<file path="src/rtl/psum_accumulator.sv">
// Sums TERMS x CHANNELS unsigned partial sums per output pixel, then shifts and saturates to DATA_WIDTH.
// Result appears the cycle after the final beat; in_ready drops while a result is held and out_ready is low.
module psum_accumulator #(
    parameter int DATA_WIDTH = 8,
    parameter int PSUM_WIDTH = 2*DATA_WIDTH+2,
    parameter int TERMS      = 3,
    parameter int CHANNELS   = 4,
    parameter int ACC_WIDTH  = PSUM_WIDTH+4,
    parameter int OUT_SHIFT  = 4
) (
    input  logic                  clk,
    input  logic                  rst,
    input  logic                  clr,
    input  logic                  in_valid,
    output logic                  in_ready,
    input  logic [PSUM_WIDTH-1:0] in_psum,
    output logic                  out_valid,
    input  logic                  out_ready,
    output logic [DATA_WIDTH-1:0] out_data,
    output logic                  out_sat,
    output logic                  busy
);

    localparam int TW = (TERMS > 1) ? $clog2(TERMS) : 1;
    localparam int CW = (CHANNELS > 1) ? $clog2(CHANNELS) : 1;
    localparam logic [ACC_WIDTH-1:0] MAX_OUT = {{(ACC_WIDTH-DATA_WIDTH){1'b0}}, {DATA_WIDTH{1'b1}}};

    typedef enum logic {IDLE, ACCUM} state_t;

    state_t                state, state_nxt;
    logic [TW-1:0]         term_cnt;
    logic [CW-1:0]         ch_cnt;
    logic [ACC_WIDTH-1:0]  acc;
    logic [ACC_WIDTH-1:0]  sum;
    logic [ACC_WIDTH-1:0]  shifted;
    logic                  accept;
    logic                  take;
    logic                  last_term;
    logic                  last_ch;
    logic                  final_beat;
    logic                  clamp;

    assign in_ready   = !out_valid || out_ready;
    assign accept     = in_valid && in_ready;
    // clr swallows any beat arriving in the same cycle
    assign take       = accept && !clr;
    assign last_term  = (term_cnt == TW'(TERMS-1));
    assign last_ch    = (ch_cnt == CW'(CHANNELS-1));
    assign final_beat = take && last_term && last_ch;

    assign sum     = acc + {{(ACC_WIDTH-PSUM_WIDTH){1'b0}}, in_psum};
    assign shifted = sum >> OUT_SHIFT;
    assign clamp   = (shifted > MAX_OUT);
    assign busy    = (state == ACCUM);

    always_comb begin
        state_nxt = state;
        case (state)
            IDLE:    if (take && !final_beat) state_nxt = ACCUM;
            ACCUM:   if (clr || final_beat)   state_nxt = IDLE;
            default: state_nxt = IDLE;
        endcase
    end

    always_ff @(posedge clk or posedge rst) begin
        if (rst) begin
            state <= IDLE;
        end else begin
            state <= state_nxt;
        end
    end

    always_ff @(posedge clk or posedge rst) begin
        if (rst) begin
            acc      <= '0;
            term_cnt <= '0;
            ch_cnt   <= '0;
        end else if (clr || final_beat) begin
            acc      <= '0;
            term_cnt <= '0;
            ch_cnt   <= '0;
        end else if (take) begin
            acc <= sum;
            if (last_term) begin
                term_cnt <= '0;
                ch_cnt   <= ch_cnt + CW'(1);
            end else begin
                term_cnt <= term_cnt + TW'(1);
            end
        end
    end

    // A new result may load in the same cycle the previous one drains
    always_ff @(posedge clk or posedge rst) begin
        if (rst) begin
            out_valid <= 1'b0;
            out_data  <= '0;
            out_sat   <= 1'b0;
        end else if (final_beat) begin
            out_valid <= 1'b1;
            out_data  <= clamp ? {DATA_WIDTH{1'b1}} : shifted[DATA_WIDTH-1:0];
            out_sat   <= clamp;
        end else if (out_valid && out_ready) begin
            out_valid <= 1'b0;
        end
    end

endmodule

</file>
<file path="config.mk">
export PLATFORM = sky130hd
export DESIGN_NAME = psum_accumulator
export DESIGN_NICKNAME = d
export VERILOG_FILES = /design/src/rtl/psum_accumulator.sv
export SDC_FILE = /design/constraint.sdc
export NUM_CORES = 1
export LEC_CHECK = 0
export CELL_PAD_IN_SITES_DETAIL_PLACEMENT = 1
export CELL_PAD_IN_SITES_GLOBAL_PLACEMENT = 1
export CORE_AREA = 4 4 97 99
export CTS_CLUSTER_SIZE = 12
export DETAILED_ROUTE_END_ITERATION = 6
export DIE_AREA = 0 0 101 103
export PLACE_DENSITY = 0.6
export SYNTH_ARGS = -nofsm -noshare
export SYNTH_HDL_FRONTEND = slang
export SYNTH_SLANG_ARGS = --single-unit
</file>
<file path="constraint.sdc">
create_clock -name clk -period 6.7 [get_ports clk]
set_input_delay 1.34 -clock clk [delete_from_list [all_inputs] [get_ports clk]]
set_output_delay 1.34 -clock clk [all_outputs]
set_load 0.005 [all_outputs]
</file>
Word level (Yosys, flattened, before mapping)
Index checks and enable logic that the tools add are counted.

operators by class
  $lt $le $gt $ge = 1
  bitwise gates (word level) = 1
  multipliers = 0
  shift-type cells = 0
  equality and inequality tests = 2
  muxes and demuxes = 14
  reduce and logical (&&, ||, !) cells = 15
  $add $sub $neg = 3
  div/mod/pow operators = 0

operator list
  kind                                                            number
  2-to-1 mux 22 bit                                               2
  adder 22 x 18 -> 22 bit                                         1
  greater-than comparator 18 x 8 -> 1 bit, second input constant  1
  2-to-1 mux 2 bit                                                6
  2-to-1 mux 8 bit                                                1
  logical AND 1 bit                                               6
  nonzero test 2 bit                                              3
  adder 2 x 1 -> 2 bit, second input constant                     2
  equality test 2 bit, second input constant                      2
  2-to-1 mux 1 bit                                                4
  logical NOT 1 bit                                               3
  logical OR 1 bit                                                2
  one-hot mux 1 bit (2 select lines)                              1
  AND reduction 2 bit                                             1
  NOT 1 bit                                                       1

word-level totals
  logic and storage cells = 43
  memory bits (writable) = 0
  output and inout bits = 12
  memories = 0
  register bits after elaboration = 37
  bits in read-only memories = 0
  bits in latches = 0
  input bits = 23

Longest topological paths before layout
  depth after elaboration = 10
  mapped depth = 12
  mapped depth without buffers = 11

Worst setup path before layout
OpenSTA, ideal clock, no wires.

  kind = in2reg
  start = in in_psum[0]
  end = reg out_sat
  arrival time = 3.931 ns
  setup time = 0.126 ns
  data required time = 6.574 ns
  setup slack = 2.643 ns
  path buffers = 1
  stages = 12
  cells stage by stage = ha_1 inv_1 fa_1 nor2b_4 o2111a_2 nor3_4 o31ai_2 a221oi_2 xnor2_1 or4_4 buf_6 o32a_1

between the ends
  cells in the longest elaborated chain, start to end = 2

RTL lines
  item                                     line  text
  start: declaration                       16    input logic [PSUM_WIDTH-1:0] in_psum,
  adder 22 x 18 -> 22 bit                  51    assign sum = acc + {{(ACC_WIDTH-PSUM_WIDTH){1'b0}}, in_psum};
  greater-than comparator 18 x 8 -> 1 bit  53    assign clamp = (shifted > MAX_OUT);
  end signal: assignment                   102   out_sat <= clamp;
  end: declaration                         20    output logic out_sat,

Every way passes these cells.
A chain may end at the register's enable or synchronous reset.

Final worst setup path
Same ends and word-level chain as after synthesis.

==> PnR_summary.wiki <==
{| class="wikitable"
! Metric !! Value
|-
| Drc violations || 0
|-
| Crit path capture type || flop
|-
| Worst Hold Slack || 0.491 ns
|-
| Max frequency || 223 MHz
|-
| Number of detailed-route iterations in the first pass || 4
|-
| Final Slew Violations || 0
|-
| Crit path to || out_sat$_DFFE_PP0P_
|-
| Starting density of the core || between 20% and 30%
|-
| Layout overhead on the synthesized area || 22.6%
|-
| Mapped Cells || 279
|-
| Hpwl dp || ~5.4 mm
|-
| Buffer count from post-CTS setup fixing || 0
|-
| Worst EP arrival || roughly 4.7 ns
|-
| PD cells || about 230 nW/um^2
|-
| Slowest stage cell on the critical path || sky130_fd_sc_hd__or4_4
|-
| Most repeated cell in the gate-level netlist after synthesis || sky130_fd_sc_hd__nand2_1
|-
| Net count after synthesis || 322
|-
| Average footprint of a synthesized cell || 8.93 um^2
|-
| Total area of sequential cells || between 900 and 1000 um^2
|-
| Die Width || 101 um
|-
| Depth of the worst register-to-register path || 11
|-
| Critical path launch point type || primary input
|-
| Number of vias after detailed routing || between 2,000 and 2,500
|-
| Global routing usage summed across all routing layers || 14.6%
|-
| Cts-stage hold buffer count || 0
|-
| Part of the Yosys area used for sequential elements || ~37%
|-
| Clock-pin slew of the registers on the worst-case setup and hold paths || 0.08 ns
|-
| Vias in the first global route || 2,284
|-
| IO Port Bufs || 34
|-
| CTS tree || yes
|-
| First DRT Iteration DRCs || 74
|-
| Root Buffer Master || sky130_fd_sc_hd__clkbuf_8
|-
| Setup crit start || in_psum[0]
|-
| Pwr Total || 0.715 mW
|-
| Cell-by-cell listing of the critical path || clkdlybuf4s50_1 -> ha_1 -> inv_1 -> fa_1 -> nor2b_4 -> o2111a_2 -> nor3_4 -> o31ai_2 -> a221oi_2 -> xnor2_1 -> or4_4 -> o32a_1
|-
| Later-pin clock latency in the skew report || 0.30 ns
|-
| Gr ovfl total || 0
|-
| Core Area || 8550 um^2
|-
| Max-slew headroom at the worst pin || 45.8%
|-
| Largest stage delay on the critical path || 0.60 ns
|-
| DRT Wirelength || 7.08 mm
|-
| Worst endpoint required time || 6.88 ns
|-
| Number of vias per cell after detailed routing || 5.13
|-
| Setup clock skew after layout || approximately 0.0042 ns
|-
| Fraction of final layout cells with drive strength greater than 1 || 5.40%
|-
| Outcome || finished clean
|-
| Routed len/inst || 16.7 um
|-
| Share of async-settable or async-resettable flops after synthesis || 100%
|-
| Worst reg2reg startpoint || acc[0]$_DFFE_PP0P_
|-
| Post-synthesis instance area || 2490 um^2
|-
| Clock Path Buffers || 2
|-
| Worst supply voltage drop on vdd || 81.9 uV
|-
| Top-area cell type share of the netlist area || 37.1%
|-
| H-tree level count || 2
|-
| Initial antenna violation count || 0
|-
| Worst min path class || flop to flop
|-
| Final Net Count || 358
|-
| Biggest area contributors in the synthesized netlist || sky130_fd_sc_hd__dfrtp_1 37%, sky130_fd_sc_hd__ha_1 9.5%, sky130_fd_sc_hd__nand2_1 6.9%, sky130_fd_sc_hd__xnor2_1 4.2%, sky130_fd_sc_hd__a21oi_1 3.4%
|-
| Row count || 34
|-
| Transition time of the tightest slew-check pin || 0.810 ns
|-
| TritonCTS buffer count || 5
|-
| Count of flip-flops with a built-in enable after synthesis || 0
|-
| Maximum number of pins on one net before global-route repair || 38
|-
| Remaining number of nets flagged by the antenna check after routing || 0
|-
| Fin crit share || 66.9%
|-
| Wire length of the first global-routing pass || 11.8 mm
|-
| Setup violators final || 0
|-
| Max-capacitance violation count || 0
|-
| Leakage power || approximately 1.4 nW
|-
| Dominant register cell in the synthesized netlist || sky130_fd_sc_hd__dfrtp_1
|-
| Sum Neg Setup Slack || 0 ns
|-
| Ant diodes || 0
|-
| Cell type contributing the most total cell area after synthesis || sky130_fd_sc_hd__dfrtp_1
|-
| Setup repair after global routing missed its margin || no
|-
| FILL cells || 996
|-
| Most used standard cells in the synthesized netlist || 46 x sky130_fd_sc_hd__nand2_1, 37 x sky130_fd_sc_hd__dfrtp_1, 19 x sky130_fd_sc_hd__ha_1, 17 x sky130_fd_sc_hd__a21oi_1, 16 x sky130_fd_sc_hd__o21ai_0
|-
| Number of library cell types mapped by synthesis || 48
|-
| Routability congestion estimate from global placement || 0.862
|-
| I/O pin count || 35
|-
| Count of synthesis-stage warnings from yosys || 0
|-
| Internal reg-to-reg setup slack || 3.38 ns
|-
| Maximum fanout along the worst path || 9
|-
| Number of synthesized register bits || 37
|-
| Critical path start-end classification || primary input to flop
|-
| Total clock sinks || 37
|-
| Total count of hold-check failures in the final report || 0
|-
| Tmin final || between 4 and 5 ns
|-
| Die height || about 100 um
|-
| Total of cells resized after clock tree synthesis || 0
|-
| Die area || 10,400 um^2
|-
| Area occupied by multi-input gates || around 1500 um^2
|-
| Destination of the worst register-to-register timing path || out_sat$_DFFE_PP0P_
|}
worst min-delay path by stage:
stage	slack, ns	end	startpoint	depth (start not counted)
after floorplan	0.45	acc[10]$_DFFE_PP0P_	acc[10]$_DFFE_PP0P_	2
after global placement	0.47	acc[10]$_DFFE_PP0P_	acc[10]$_DFFE_PP0P_	2
after detailed placement	0.48	acc[10]$_DFFE_PP0P_	acc[10]$_DFFE_PP0P_	2
after CTS	0.50	acc[10]$_DFFE_PP0P_	acc[10]$_DFFE_PP0P_	2
after global routing	0.52	acc[13]$_DFFE_PP0P_	acc[13]$_DFFE_PP0P_	2
final	0.49	acc[12]$_DFFE_PP0P_	acc[12]$_DFFE_PP0P_	2
cells by family after synthesis:
logic type | synth area share, %
and+or+nand+nor | 19.4
AOI/OAI and AO/OA | 22.8
DFF | 37.1
xor gates and xnor gates | 7.03
adders and majority gates | 10.3
buffers and inverters | 2.86
muxes | 0.402
state kept, by name, summed over array words and instances, names as in the netlist:
name       cells
busy           1
out_sat        1
out_valid      1
term_cnt       2
acc           22
ch_cnt         2
out_data       8
critical path: cells and delay by family:
kind / cells / cell delay (ns)
compound gates: 4 / 1.18
simple gates: 3 / 0.80
fa+ha+maj: 2 / 0.64
buf+inv: 2 / 0.53
xor+xnor: 1 / 0.16
layout by cell type, fill, tap and decap left out, types with 2 or more instances in the layout:
cell type and instances:
sky130_fd_sc_hd__nor2_1 14, sky130_fd_sc_hd__nand4_1 2, sky130_fd_sc_hd__a21oi_1 17, sky130_fd_sc_hd__o31a_1 8, sky130_fd_sc_hd__or3_1 2, sky130_fd_sc_hd__nor3_1 5
sky130_fd_sc_hd__o211ai_1 2, sky130_fd_sc_hd__a21o_1 2, sky130_fd_sc_hd__a211oi_1 2, sky130_fd_sc_hd__xnor2_1 12, sky130_fd_sc_hd__nand3_1 6, sky130_fd_sc_hd__a22o_1 6
sky130_fd_sc_hd__o21ai_0 16, sky130_fd_sc_hd__inv_1 9, sky130_fd_sc_hd__and2_1 4, sky130_fd_sc_hd__clkdlybuf4s50_1 34, sky130_fd_sc_hd__dfrtp_1 37, sky130_fd_sc_hd__o21ai_1 12
sky130_fd_sc_hd__nand3b_1 2, sky130_fd_sc_hd__ha_1 19, sky130_fd_sc_hd__xor2_1 8, sky130_fd_sc_hd__buf_4 3, sky130_fd_sc_hd__o21bai_1 4, sky130_fd_sc_hd__a21boi_0 2
sky130_fd_sc_hd__clkbuf_8 5, sky130_fd_sc_hd__o31ai_1 3, sky130_fd_sc_hd__nand2_1 46, sky130_fd_sc_hd__nand2b_1 10
per-stage QoR:
step	cell area (um^2)	utilization (%)	setup WS, ns	instances
floorplan	2490	-	2.64	279
global placement	2950	34.5	1.98	416
detailed placement	2950	34.5	1.88	416
CTS	3060	35.7	2.21	423
global route	3060	35.7	2.05	423
finish	3060	35.7	2.22	423
power by group:
group | internal, mW | switching, mW | total, mW
Combinational | 0.105 | 0.161 | 0.267
Sequential | 0.243 | 0.0123 | 0.255
Clock | 0.108 | 0.0851 | 0.193
final cells by class:
class	count	share of cell area, %
Clock inverter	2	1.15
Clock buffer	5	2.25
Multi-Input combinational cell	225	48.9
Tap cell	108	4.42
Inverter	9	1.11
Timing Repair Buffer	37	11.9
Sequential cell	37	30.3
per-layer routing:
metal | global-route usage (%) | wire length [um]
met1 | 19.1 | 3430
met2 | 24.8 | 3310
met3 | 2.71 | 246
met4 | 4.40 | 85
met5 | 0 | 0
Power figures use the tool's default switching activity.
